<file path="src/rtl/fp8_accum_seq_if.sv">
// fp8_accum_seq_if: operand stream, result stream and adder drive bundle.
// slave = accumulator side, master = producer/consumer/adder side.
//   in_*   : operand stream {data, funct, last} with valid/ready
//   add_*  : drive to and result from the external 8-bit float adder
//   out_*  : one result per group {data, zero, count} with valid/ready
//   busy   : accumulator has work in flight
interface fp8_accum_seq_if #(
    parameter int CNT_W = 4
);
    logic             in_valid;
    logic             in_ready;
    logic [7:0]       in_data;
    logic             in_funct;
    logic             in_last;

    logic [7:0]       add_a;
    logic [7:0]       add_b;
    logic             add_funct;
    logic [7:0]       add_y;
    logic             add_zero;

    logic             out_valid;
    logic             out_ready;
    logic [7:0]       out_data;
    logic             out_zero;
    logic [CNT_W-1:0] out_count;

    logic             busy;

    modport slave (
        input  in_valid,
        input  in_data,
        input  in_funct,
        input  in_last,
        input  add_y,
        input  add_zero,
        input  out_ready,
        output in_ready,
        output add_a,
        output add_b,
        output add_funct,
        output out_valid,
        output out_data,
        output out_zero,
        output out_count,
        output busy
    );

    modport master (
        output in_valid,
        output in_data,
        output in_funct,
        output in_last,
        output add_y,
        output add_zero,
        output out_ready,
        input  in_ready,
        input  add_a,
        input  add_b,
        input  add_funct,
        input  out_valid,
        input  out_data,
        input  out_zero,
        input  out_count,
        input  busy
    );
endinterface

</file>
<file path="src/rtl/fp8_accum_seq.sv">
// fp8_accum_seq: buffers fp8 terms and accumulates each group through
// an external combinational adder, one result per group.
// Ports: clk, rst_n (async, active-low), bus (fp8_accum_seq_if.slave):
//   in_*  operand FIFO input, add_* adder drive/capture,
//   out_* group result handshake, busy = work pending.
module fp8_accum_seq #(
    parameter int DEPTH = 4,
    parameter int CNT_W = 4
) (
    input  logic               clk,
    input  logic               rst_n,
    fp8_accum_seq_if.slave     bus
);
    localparam int AW = $clog2(DEPTH);
    localparam logic [CNT_W-1:0] CNT_MAX = '1;

    typedef enum logic [1:0] {
        LOAD     = 2'd0,
        EXEC     = 2'd1,
        WAIT_OUT = 2'd2
    } state_t;

    state_t           state;
    state_t           state_nx;

    logic [9:0]       mem [DEPTH];
    logic [AW:0]      wr_ptr;
    logic [AW:0]      rd_ptr;
    logic             full;
    logic             empty;
    logic             push;
    logic             pop;
    logic [9:0]       head;

    logic [7:0]       acc;
    logic [7:0]       op_reg;
    logic             op_funct;
    logic             op_last;
    logic             zero_r;
    logic             first;
    logic [CNT_W-1:0] count;

    logic             do_exec;
    logic             do_clear;

    // Extra pointer bit separates full from empty when indices match.
    assign empty = (wr_ptr == rd_ptr);
    assign full  = (wr_ptr[AW] != rd_ptr[AW]) &&
                   (wr_ptr[AW-1:0] == rd_ptr[AW-1:0]);

    assign push  = bus.in_valid && !full;
    assign pop   = (state == LOAD) && !empty;
    assign head  = mem[rd_ptr[AW-1:0]];

    // Storage needs no reset: empty pointers hide stale entries.
    always_ff @(posedge clk) begin
        if (push) begin
            mem[wr_ptr[AW-1:0]] <= {bus.in_last, bus.in_funct, bus.in_data};
        end
    end

    always_ff @(posedge clk or negedge rst_n) begin
        if (!rst_n) begin
            wr_ptr <= '0;
            rd_ptr <= '0;
        end else begin
            if (push) wr_ptr <= wr_ptr + 1'b1;
            if (pop)  rd_ptr <= rd_ptr + 1'b1;
        end
    end

    always_ff @(posedge clk or negedge rst_n) begin
        if (!rst_n) state <= LOAD;
        else        state <= state_nx;
    end

    always_comb begin
        state_nx = state;
        do_exec  = 1'b0;
        do_clear = 1'b0;
        unique case (state)
            LOAD: begin
                if (!empty) state_nx = EXEC;
            end
            EXEC: begin
                do_exec  = 1'b1;
                state_nx = op_last ? WAIT_OUT : LOAD;
            end
            WAIT_OUT: begin
                if (bus.out_ready) begin
                    do_clear = 1'b1;
                    state_nx = LOAD;
                end
            end
            default: state_nx = LOAD;
        endcase
    end

    always_ff @(posedge clk or negedge rst_n) begin
        if (!rst_n) begin
            op_reg   <= 8'h00;
            op_funct <= 1'b0;
            op_last  <= 1'b0;
        end else if (pop) begin
            {op_last, op_funct, op_reg} <= head;
        end
    end

    // The first term of a group bypasses the adder: a subtracted
    // first term only needs its sign flipped.
    always_ff @(posedge clk or negedge rst_n) begin
        if (!rst_n) begin
            acc    <= 8'h00;
            zero_r <= 1'b0;
            count  <= '0;
            first  <= 1'b1;
        end else if (do_exec) begin
            if (first) begin
                acc    <= op_funct ? {~op_reg[7], op_reg[6:0]} : op_reg;
                zero_r <= (op_reg[6:0] == 7'd0);
            end else begin
                acc    <= bus.add_y;
                zero_r <= bus.add_zero;
            end
            count <= (count == CNT_MAX) ? count : count + 1'b1;
            first <= 1'b0;
        end else if (do_clear) begin
            acc    <= 8'h00;
            zero_r <= 1'b0;
            count  <= '0;
            first  <= 1'b1;
        end
    end

    assign bus.in_ready  = !full;
    assign bus.add_a     = acc;
    assign bus.add_b     = op_reg;
    assign bus.add_funct = op_funct;
    assign bus.out_valid = (state == WAIT_OUT);
    assign bus.out_data  = acc;
    assign bus.out_zero  = zero_r;
    assign bus.out_count = count;
    assign bus.busy      = (state != LOAD) || !empty;

endmodule
</file>
<file path="src/flat_wrapper.sv">
// flat-port wrapper written by rule: the top's interface ports become plain ports
module fp8_accum_seq_flat 
#(
    parameter int DEPTH = 4,
    parameter int CNT_W = 4
)
  (clk, rst_n, bus_in_valid, bus_in_data, bus_in_funct, bus_in_last, bus_add_y, bus_add_zero, bus_out_ready, bus_in_ready, bus_add_a, bus_add_b, bus_add_funct, bus_out_valid, bus_out_data, bus_out_zero, bus_out_count, bus_busy);
  fp8_accum_seq_if #(.CNT_W(CNT_W)) bus_i ();
  input  logic clk;
  input  logic rst_n;
  input wire logic [$bits(bus_i.in_valid)-1:0] bus_in_valid;
  input wire logic [$bits(bus_i.in_data)-1:0] bus_in_data;
  input wire logic [$bits(bus_i.in_funct)-1:0] bus_in_funct;
  input wire logic [$bits(bus_i.in_last)-1:0] bus_in_last;
  input wire logic [$bits(bus_i.add_y)-1:0] bus_add_y;
  input wire logic [$bits(bus_i.add_zero)-1:0] bus_add_zero;
  input wire logic [$bits(bus_i.out_ready)-1:0] bus_out_ready;
  output wire logic [$bits(bus_i.in_ready)-1:0] bus_in_ready;
  output wire logic [$bits(bus_i.add_a)-1:0] bus_add_a;
  output wire logic [$bits(bus_i.add_b)-1:0] bus_add_b;
  output wire logic [$bits(bus_i.add_funct)-1:0] bus_add_funct;
  output wire logic [$bits(bus_i.out_valid)-1:0] bus_out_valid;
  output wire logic [$bits(bus_i.out_data)-1:0] bus_out_data;
  output wire logic [$bits(bus_i.out_zero)-1:0] bus_out_zero;
  output wire logic [$bits(bus_i.out_count)-1:0] bus_out_count;
  output wire logic [$bits(bus_i.busy)-1:0] bus_busy;
  assign bus_i.in_valid = bus_in_valid;
  assign bus_i.in_data = bus_in_data;
  assign bus_i.in_funct = bus_in_funct;
  assign bus_i.in_last = bus_in_last;
  assign bus_i.add_y = bus_add_y;
  assign bus_i.add_zero = bus_add_zero;
  assign bus_i.out_ready = bus_out_ready;
  assign bus_in_ready = bus_i.in_ready;
  assign bus_add_a = bus_i.add_a;
  assign bus_add_b = bus_i.add_b;
  assign bus_add_funct = bus_i.add_funct;
  assign bus_out_valid = bus_i.out_valid;
  assign bus_out_data = bus_i.out_data;
  assign bus_out_zero = bus_i.out_zero;
  assign bus_out_count = bus_i.out_count;
  assign bus_busy = bus_i.busy;
  fp8_accum_seq #(.DEPTH(DEPTH), .CNT_W(CNT_W)) u_core (.clk(clk), .rst_n(rst_n), .bus(bus_i));
endmodule
</file>
<file path="config.mk">
export PLATFORM = sky130hd
export DESIGN_NAME = fp8_accum_seq_flat
export DESIGN_NICKNAME = d
export VERILOG_FILES = /design/src/rtl/fp8_accum_seq_if.sv /design/src/rtl/fp8_accum_seq.sv /design/src/flat_wrapper.sv
export SDC_FILE = /design/constraint.sdc
export NUM_CORES = 1
export LEC_CHECK = 0
export ABC_AREA = 1
export BUFFER_PORTS_ARGS = -buffer_cell sky130_fd_sc_hd__buf_2
export CAP_MARGIN = 20
export CORE_UTILIZATION = 50
export DETAILED_ROUTE_END_ITERATION = 12
export GPL_TIMING_DRIVEN = 1
export PLACE_DENSITY = 0.77
export SLEW_MARGIN = 10
export SYNTH_ARGS = -nofsm -noshare
export SYNTH_HDL_FRONTEND = slang
export SYNTH_SLANG_ARGS = --single-unit
</file>
<file path="constraint.sdc">
create_clock -name clk -period 2.3 [get_ports clk]
set_input_delay 0.23 -clock clk [delete_from_list [all_inputs] [get_ports clk]]
set_output_delay 0.23 -clock clk [all_outputs]
set_load 0.01 [all_outputs]
</file>
After elaboration in Yosys (flattened, before gate mapping)
Memory sizes are Yosys's and may differ from the RTL's. A register that Yosys moved wholly into a read port is not among the register bits.
Index checks and enable logic that the tools add are counted.
{ "word_totals": {"elab_cells": 55, "memories": 1, "register_bits": 22, "output_inout_bits": 33, "mem_bits_rw": 40, "inputBits": 23} }
{ "op_classes": {"n_addsub": 3, "n_reduce_logical": 13, "n_eq_ne": 9, "bitwise_logic": 1, "mux": 21} }
{ "memory_table": {"columns": ["memory", "depth", "width", "read_ports", "rd_clocked_by_memory_dff", "write_ports", "line_no", "source"], "rows": [
  ["u_core.mem", 4, 10, 1, 1, 1, "fp8_accum_seq.sv:26", "logic [9:0] mem [DEPTH];"]
]} }
{ "ops": {"columns": ["cell", "count"], "rows": [
  ["$mux W8", 4],
  ["$mux W4", 3],
  ["$mux W1", 10],
  ["$logic_not A7 Y1", 1],
  ["$add A3 B1 Y3 const B", 2],
  ["$mux W2", 3],
  ["$ne A2 B2 Y1 const B", 3],
  ["$pmux W2 S3", 1],
  ["$add A4 B1 Y4 const B", 1],
  ["$eq A4 B4 Y1 const B", 1],
  ["$reduce_and A2 Y1", 2],
  ["$reduce_bool A2 Y1", 2],
  ["$eq A3 B3 Y1", 1],
  ["$logic_and A1 B1 Y1", 3],
  ["$logic_not A1 Y1", 3],
  ["$eq A2 B1 Y1 const B", 1],
  ["$eq A2 B2 Y1", 1],
  ["$eq A2 B2 Y1 const B", 1],
  ["$logic_not A2 Y1", 1],
  ["$logic_or A1 B1 Y1", 1],
  ["$ne A1 B1 Y1", 1],
  ["$not A1 Y1", 1]
]} }

Depth between registers and ports, before layout
Gate-level depths: netlist (run 1).
{ "logic_depth": {"ltp_word": 6, "depth_mapped": 8, "ltp_nobuf": 7} }

Least setup slack after synthesis (run 1)
No wires, ideal clock.
{ "synth_path": {"path_type": "reg-to-reg", "start": "reg u_core.wr_ptr[1]", "end": "mem u_core.mem[0][0], enable pin", "setup_time_ns": 0.376, "period_less_slack_ns": 1.730, "path_stages_with_launch": 7, "t_arrival_ns": 1.354, "setup_slack_ns": 0.570, "path_cell_list": "dfrtp_1 > inv_1 > nand2_1 > nand2_1 > nand3_2 > nand2_1 > nor2_1"} }
{ "synth_via": {"elab_chain_len": 6} }
{ "synth_lines": {"columns": ["item", "line_no", "source"], "rows": [
  ["start: declaration", "fp8_accum_seq.sv:27", "logic [AW:0] wr_ptr;"],
  ["start signal: assignment", "fp8_accum_seq.sv:67", "if (push) wr_ptr <= wr_ptr + 1'b1;"],
  ["$eq A2 B2 Y1", "fp8_accum_seq.sv:49", "(wr_ptr[AW-1:0] == rd_ptr[AW-1:0]);"],
  ["$logic_and A1 B1 Y1", "fp8_accum_seq.sv:48", "assign full = (wr_ptr[AW] != rd_ptr[AW]) &&"],
  ["$logic_not A1 Y1", null, null],
  ["net bus_in_ready", "flat_wrapper.sv:18", "output wire logic [$bits(bus_i.in_ready)-1:0] bus_in_ready;"],
  ["$logic_and A1 B1 Y1", "fp8_accum_seq.sv:51", "assign push = bus.in_valid && !full;"],
  ["$mux W1", "fp8_accum_seq.sv:57", "if (push) begin"],
  ["$mux W1 (not written as such)", "fp8_accum_seq.sv:58", "mem[wr_ptr[AW-1:0]] <= {bus.in_last, bus.in_funct, bus.in_data};"],
  ["end: declaration", "fp8_accum_seq.sv:26", null]
]} }
The timed path passes the listed nets, and every way through them passes these cells.

Worst setup path after layout (run 1)
{ "layout_path": {"start": "reg u_core.rd_ptr[1]", "end": "mem u_core.mem[0][4], enable pin"} }
{ "layout_via": {"elab_chain_len": 6} }
{ "layout_lines": {"columns": ["item", "line_no", "source"], "rows": [
  ["start: declaration", "fp8_accum_seq.sv:28", "logic [AW:0] rd_ptr;"],
  ["start signal: assignment", "fp8_accum_seq.sv:68", "if (pop) rd_ptr <= rd_ptr + 1'b1;"],
  ["$eq A2 B2 Y1", "fp8_accum_seq.sv:49", null],
  ["$logic_and A1 B1 Y1", "fp8_accum_seq.sv:48", null],
  ["$logic_not A1 Y1", "fp8_accum_seq.sv:51", null],
  ["$logic_and A1 B1 Y1", "fp8_accum_seq.sv:51", null],
  ["$mux W1", "fp8_accum_seq.sv:57", null],
  ["$mux W1 (not written as such)", "fp8_accum_seq.sv:58", null]
]} }
Every way passes these cells.

==> flow_metrics.tcl, run 1 <==
set metrics [dict create \
    max-cap-violations 0 \
    critical_path_peak_fanout 13 \
    yosysWarnings 0 \
    power_density_nw_per_um2 1400 \
    p_leak_nw 1.93 \
    placed_cell_area_um2 3600 \
    rrSetupSlack_ns 0.18 \
    place_congestion 0.974 \
    clkTransAtPathRegs_ns 0.08 \
    finalHoldViolations 0 \
    finalNetCount 440 \
    finalSetupViolCount 0 \
    r2r-end "u_core.mem[0][4]" \
    ir_drop_mv 0.756 \
    core_um2 6390 \
    clk_latency_ns 0.34 \
    setup_tns_ns 0 \
    drive_above_1_share 0.190 \
    cts.sinks 72 \
    status "complete, no violations" \
    min-delay-start "bus_out_ready" \
    cts_buffers 9 \
    grt_pass1_vias 2416 \
    io_pins 56 \
    clk_path_buf_depth 2 \
    synth_common_cells "nand2_1, inv_1, nand3_1" \
    grt_pass1_wl_um 11300 \
    netlist_instances 360 \
    cts_root_buf "clkbuf_8" \
    fin_crit_sh 0.921 \
    avgSynthCellArea_um2 9.24 \
    timing.rr.start "u_core.rd_ptr[1]" \
    slew_headroom 0.465 \
    syn_area_um2 3330 \
    finalMaxSlewViolations 0 \
    stdcell_count 493 \
    cts-htree-levels 3 \
    n_antenna_cell 0 \
    period_needed_ns 2.12 \
    vias_per_cell 5.13 \
    dp_slack_ns 0.201 \
    drt-total-wl_um 6760 \
    die_h_um 83.6 \
    ys_types 28 \
    row_count 29 \
    vias 2527 \
    start_util 0.521 \
    area_delta_synth_final_pct 14.1 \
    firstDrtPassIters 5 \
    fp.dieW_um 83.6 \
    rr_worst_depth 6 \
    synth_edf_count 40 \
    hpwl_um 5010 \
    critPathArrivalTime_ns 2.08 \
    wire_per_inst_um 13.7 \
    cp.required_ns 2.26 \
    rsz0062_at_grt "false" \
    grt_use_total 0.211 \
    ys.flop_type "edfxtp_1" \
    yosys-top-cells-area "edfxtp_1, dfrtp_1, nand2_1" \
    yosysSeqAreaShare 0.602 \
    antenna_found_initial 0 \
    dieArea_um2 6980 \
    synth_largest_area_cell "edfxtp_1" \
    whs_path_depth 2 \
    drc_errors 0 \
    fin_skew_ns 0.0130 \
    setup_slack_ns 0.182 \
    worstHoldEndpoint "u_core.state[1]" \
    worstMarginPinSlew_ns 0.799 \
    overflow 0 \
    synth-async-reset-ratio 0.444 \
    final_area_um2 3800 \
    cts_tree "built" \
    synth.most_common_cell "nand2_1" \
    cp-start-kind "flip-flop" \
    worst_hold_path_type "in2reg" \
    n_fill_cell 551 \
    drt_iter0_drc 156 \
    synth_top_area_share 0.361 \
    grt_max_degree 33 \
    crit_path_end_kind "flip-flop" \
    worstSetupPathType "reg2reg" \
    post_cts_buffers 0 \
    max_freq_ghz 0.472 \
    ant_nets 0 \
    synthesis.nets 389 \
    dp.cells 476 \
    synth-seq-cells 72 \
    io_buffers 55 \
]
[cells by family (layout without fill, tap and decap cells)]
kind of cell | after synthesis | count (layout) | share of synthesized area
AND/OR/NAND/NOR | 181 | 181 | 0.228
buffers and inverters | 75 | 131 | 0.0997
flip-flops | 72 | 72 | 0.602
AO/OA/AOI/OAI | 22 | 22 | 0.0350
adder cells (fa/ha/maj) | 6 | 6 | 0.0226
XOR/XNOR | 4 | 4 | 0.0128
[worst max-delay path by stage]
stage,start,endpoint,slack (ns),cells past startpoint
after floorplan,u_core.wr_ptr[1],u_core.mem[0][0],0.57,6
final,u_core.rd_ptr[1],u_core.mem[0][4],0.18,6
after global routing,u_core.rd_ptr[1],u_core.mem[0][4],0.008,6
after detailed placement,u_core.rd_ptr[1],u_core.mem[0][5],0.20,6
after global placement,u_core.rd_ptr[1],u_core.mem[0][5],0.31,6
after CTS,u_core.rd_ptr[1],u_core.mem[0][4],0.17,6
[per-stage QoR]
step                power, W  hold slack, ns  utilization
floorplan            0.00382         -0.0656            -
global placement     0.00434           0.330        0.564
detailed placement   0.00439           0.322        0.564
CTS                  0.00536          0.0793        0.595
global route         0.00577          0.0987        0.595
finish               0.00531          0.0937        0.595
[worst max-delay path, cell delays in order, from the launching register on]
cell     delay, ns
dfrtp_1       0.38
buf_4         0.18
nand2_1       0.07
nand2_1       0.10
nand3_2       0.13
nand2_1       0.20
nor2_1        0.67
[cells in the final DEF, fill, tap and decap left out, types with 2 or more instances in the layout]
cell      count
dfrtp_1      31
buf_4         3
nand2_1     114
edfxtp_1     40
xor2_1        3
nand3_2       2
nor2_1       18
a21oi_1       3
clkinv_1      3
clkbuf_8      9
inv_1        54
ha_1          6
nand4_1       3
o21ai_0      16
buf_2        55
nand3_1      41
[where the power goes]
part	leakage, nW	internal [W]	total [W]	switching, W
combinational	1.07	0.000797	0.00223	0.00143
sequential	0.760	0.00183	0.00214	0.000305
clock	0.0957	0.000498	0.000949	0.000452
total	1.93	0.00312	0.00531	0.00219
[layout make-up]
cell class,count,area (µm²),area share
Clock buffer,10,128,0.0336
Clock inverter,6,60.1,0.0158
Inverter,56,210,0.0554
Multi-Input combinational cell,213,992,0.261
Sequential cell,72,2000,0.528
Tap cell,77,96.3,0.0254
Timing Repair Buffer,59,308,0.0811
[layer usage]
layer / vias to the layer above / track usage / share of wire
li1: 1236 / - / -
met1: 1161 / 0.284 / 0.44
met2: 116 / 0.332 / 0.47
met3: 14 / 0.0455 / 0.070
met4: 0 / 0.0924 / 0.019
met5: - / 0 / 0
[state kept, by name, summed over array words and instances (netlist names)]
name and cells:
u_core.bus.add_a 8, u_core.bus.add_b 8, u_core.bus.add_funct 1, u_core.bus.out_count 4
u_core.bus.out_zero 1, u_core.first 1, u_core.mem 40, u_core.op_last 1
u_core.rd_ptr 3, u_core.state 2, u_core.wr_ptr 3
[what timing repair did]
action,in CTS,in global routing
gates resized for setup,0,0
endpoints found under the hold margin,31,0
setup endpoints to repair,0,0
hold buffers,1,0
No activity file was read; power rests on OpenSTA's default activity.
==> run 2: changes to the inputs <==
--- a/config.mk
+++ b/config.mk
@@ -12,6 +12,7 @@
 export DETAILED_ROUTE_END_ITERATION = 12
 export GPL_TIMING_DRIVEN = 1
 export PLACE_DENSITY = 0.77
+export RECOVER_POWER = 25
 export SLEW_MARGIN = 10
 export SYNTH_ARGS = -nofsm -noshare
 export SYNTH_HDL_FRONTEND = slang
==> flow_metrics.tcl, run 2 (synthesis gave the netlist of run 1 again) <==
set metrics [dict create \
    status "complete, but fails checks" \
    violations "max-capacitance violations, max-slew violations" \
    grt_max_degree 33 \
    finalSetupViolCount 0 \
    clkTransAtPathRegs_ns 0.08 \
    n_antenna_cell 0 \
    power.share.clock 0.179 \
    hpwl_um 5010 \
    final_area_um2 3780 \
    ant_nets 0 \
    fp.dieW_um 83.6 \
    critical_path.slowest_cell "nor2_1" \
    slew_headroom -0.127 \
    vias 2506 \
    die_h_um 83.6 \
    cp.required_ns 2.26 \
    drt-total-wl_um 6710 \
    io_pins 56 \
    p_seq_frac 0.402 \
    crit_buf_inv 1 \
    vias_per_cell 5.08 \
    finalMaxSlewViolations 33 \
    ir_drop_mv 0.755 \
    cp-start-kind "flip-flop" \
    p_sw_w 0.00219 \
    setup_tns_ns 0 \
    cts_root_buf "clkbuf_8" \
    crit_path_end_kind "flip-flop" \
    dieArea_um2 6980 \
    drt_iter0_drc 163 \
    grt_pass1_vias 2416 \
    area_delta_synth_final_pct 13.7 \
    largest_reg_flops 40 \
    switching_share 0.412 \
    post_cts_buffers 0 \
    antenna_found_initial 0 \
    start_util 0.521 \
    fin_crit_sh 0.918 \
    worstSetupPathType "reg2reg" \
    cpPeakStageDelay_ns 0.67 \
    fin_util 0.592 \
    overflow 0 \
    max-cap-violations 1 \
    fin_skew_ns 0.0149 \
    core_um2 6390 \
    final_cell_mix "nand2_1, inv_1, buf_2" \
    grt_use_total 0.211 \
    max_freq_ghz 0.473 \
    setup_slack_ns 0.188 \
    p_int_w 0.00312 \
    power_density_nw_per_um2 1400 \
    critPathArrivalTime_ns 2.08 \
    wire_per_inst_um 13.6 \
    finalHoldViolations 0 \
    placed_cell_area_um2 3600 \
    worst_hold_path_type "in2reg" \
    stdcell_count 493 \
    path_common_cell "nand2_1" \
    worstMarginPinSlew_ns 1.69 \
    rsz0062_at_grt "false" \
    clk_path_buf_depth 2 \
    cts_buffers 9 \
    io_buffers 55 \
    row_count 29 \
    firstDrtPassIters 4 \
    dp_slack_ns 0.201 \
    period_needed_ns 2.11 \
    critical_path_peak_fanout 13 \
    p_leak_nw 1.90 \
    clk_latency_ns 0.35 \
    crit_family "simple AND/OR/NAND/NOR gates" \
    combPwrFrac 0.419 \
    cts.sinks 72 \
    drive_above_1_share 0.163 \
    drc_errors 0 \
    grt_pass1_wl_um 11300 \
    final_common_cell "nand2_1" \
    dp.cells 476 \
    finalNetCount 440 \
    rrSetupSlack_ns 0.19 \
    crit_chain "buf_4 -> nand2_1 -> nand2_1 -> nand3_2 -> nand2_1 -> nor2_1" \
    place_congestion 0.974 \
    cts_tree "built" \
    cts-htree-levels 3 \
]
run 2: cell count changes in the layout (fill, tap and decap cells not counted):
cell      before  now
buf_2         55   44
clkbuf_1       1   12
run 2: final timing paths:
path / endpoint / cells past startpoint / start
worst max-delay path: u_core.mem[0][4] / 6 / u_core.rd_ptr[1]
worst min-delay path: u_core.state[1] / 2 / bus_out_ready
worst max register to register: u_core.mem[0][4] / 6 / u_core.rd_ptr[1]
worst min register to register: u_core.op_last / 2 / u_core.op_last
max in group asynchronous: u_core.bus.out_zero / 2 / rst_n
min in group asynchronous: u_core.bus.add_a[3] / 2 / rst_n
run 2: per-layer routing:
layer	up-vias	global-route usage	wire length, µm
met1	1156	0.284	2970
met5	-	0	0
met4	0	0.0924	108
met3	10	0.0455	473
li1	1236	-	-
met2	104	0.332	3160
run 2: through the flow:
stage | hold slack [ns] | total power (W)
3_3_place_gp | 0.330 | 0.00434
5_1_grt | 0.0987 | 0.00576
3_5_place_dp | 0.322 | 0.00439
2_1_floorplan | -0.0656 | 0.00382
4_1_cts | 0.0793 | 0.00536
6_report | 0.0952 | 0.00531
run 2: repair_timing:
| action | in CTS | in global routing |
|---|---|---|
| resized for setup | 0 | 0 |
| hold endpoints to repair | 31 | 0 |
| hold buffers | 1 | 0 |
run 2: layout make-up:
cell class	instances	area (µm²)
inverters	56	210
clock buffers	10	128
well taps	77	96.3
repair buffers	59	294
flip-flops and latches	72	2000
multi-input cells	213	992
fillers	558	2600
clock inverters	6	60.1
run 2: worst register-to-register path, cell delays in order, from the launching register on:
cell	delay, ns
dfrtp_1	0.38
buf_4	0.18
nand2_1	0.07
nand2_1	0.10
nand3_2	0.13
nand2_1	0.19
nor2_1	0.67
run 2: power groups by stage:
stage,clock network [W],registers (W),logic (W)
floorplan,0,0.00219,0.00163
global placement,0,0.00214,0.00220
detailed placement,0,0.00216,0.00223
CTS,0.000971,0.00214,0.00225
global route,0.00102,0.00218,0.00256
finish,0.000951,0.00214,0.00222
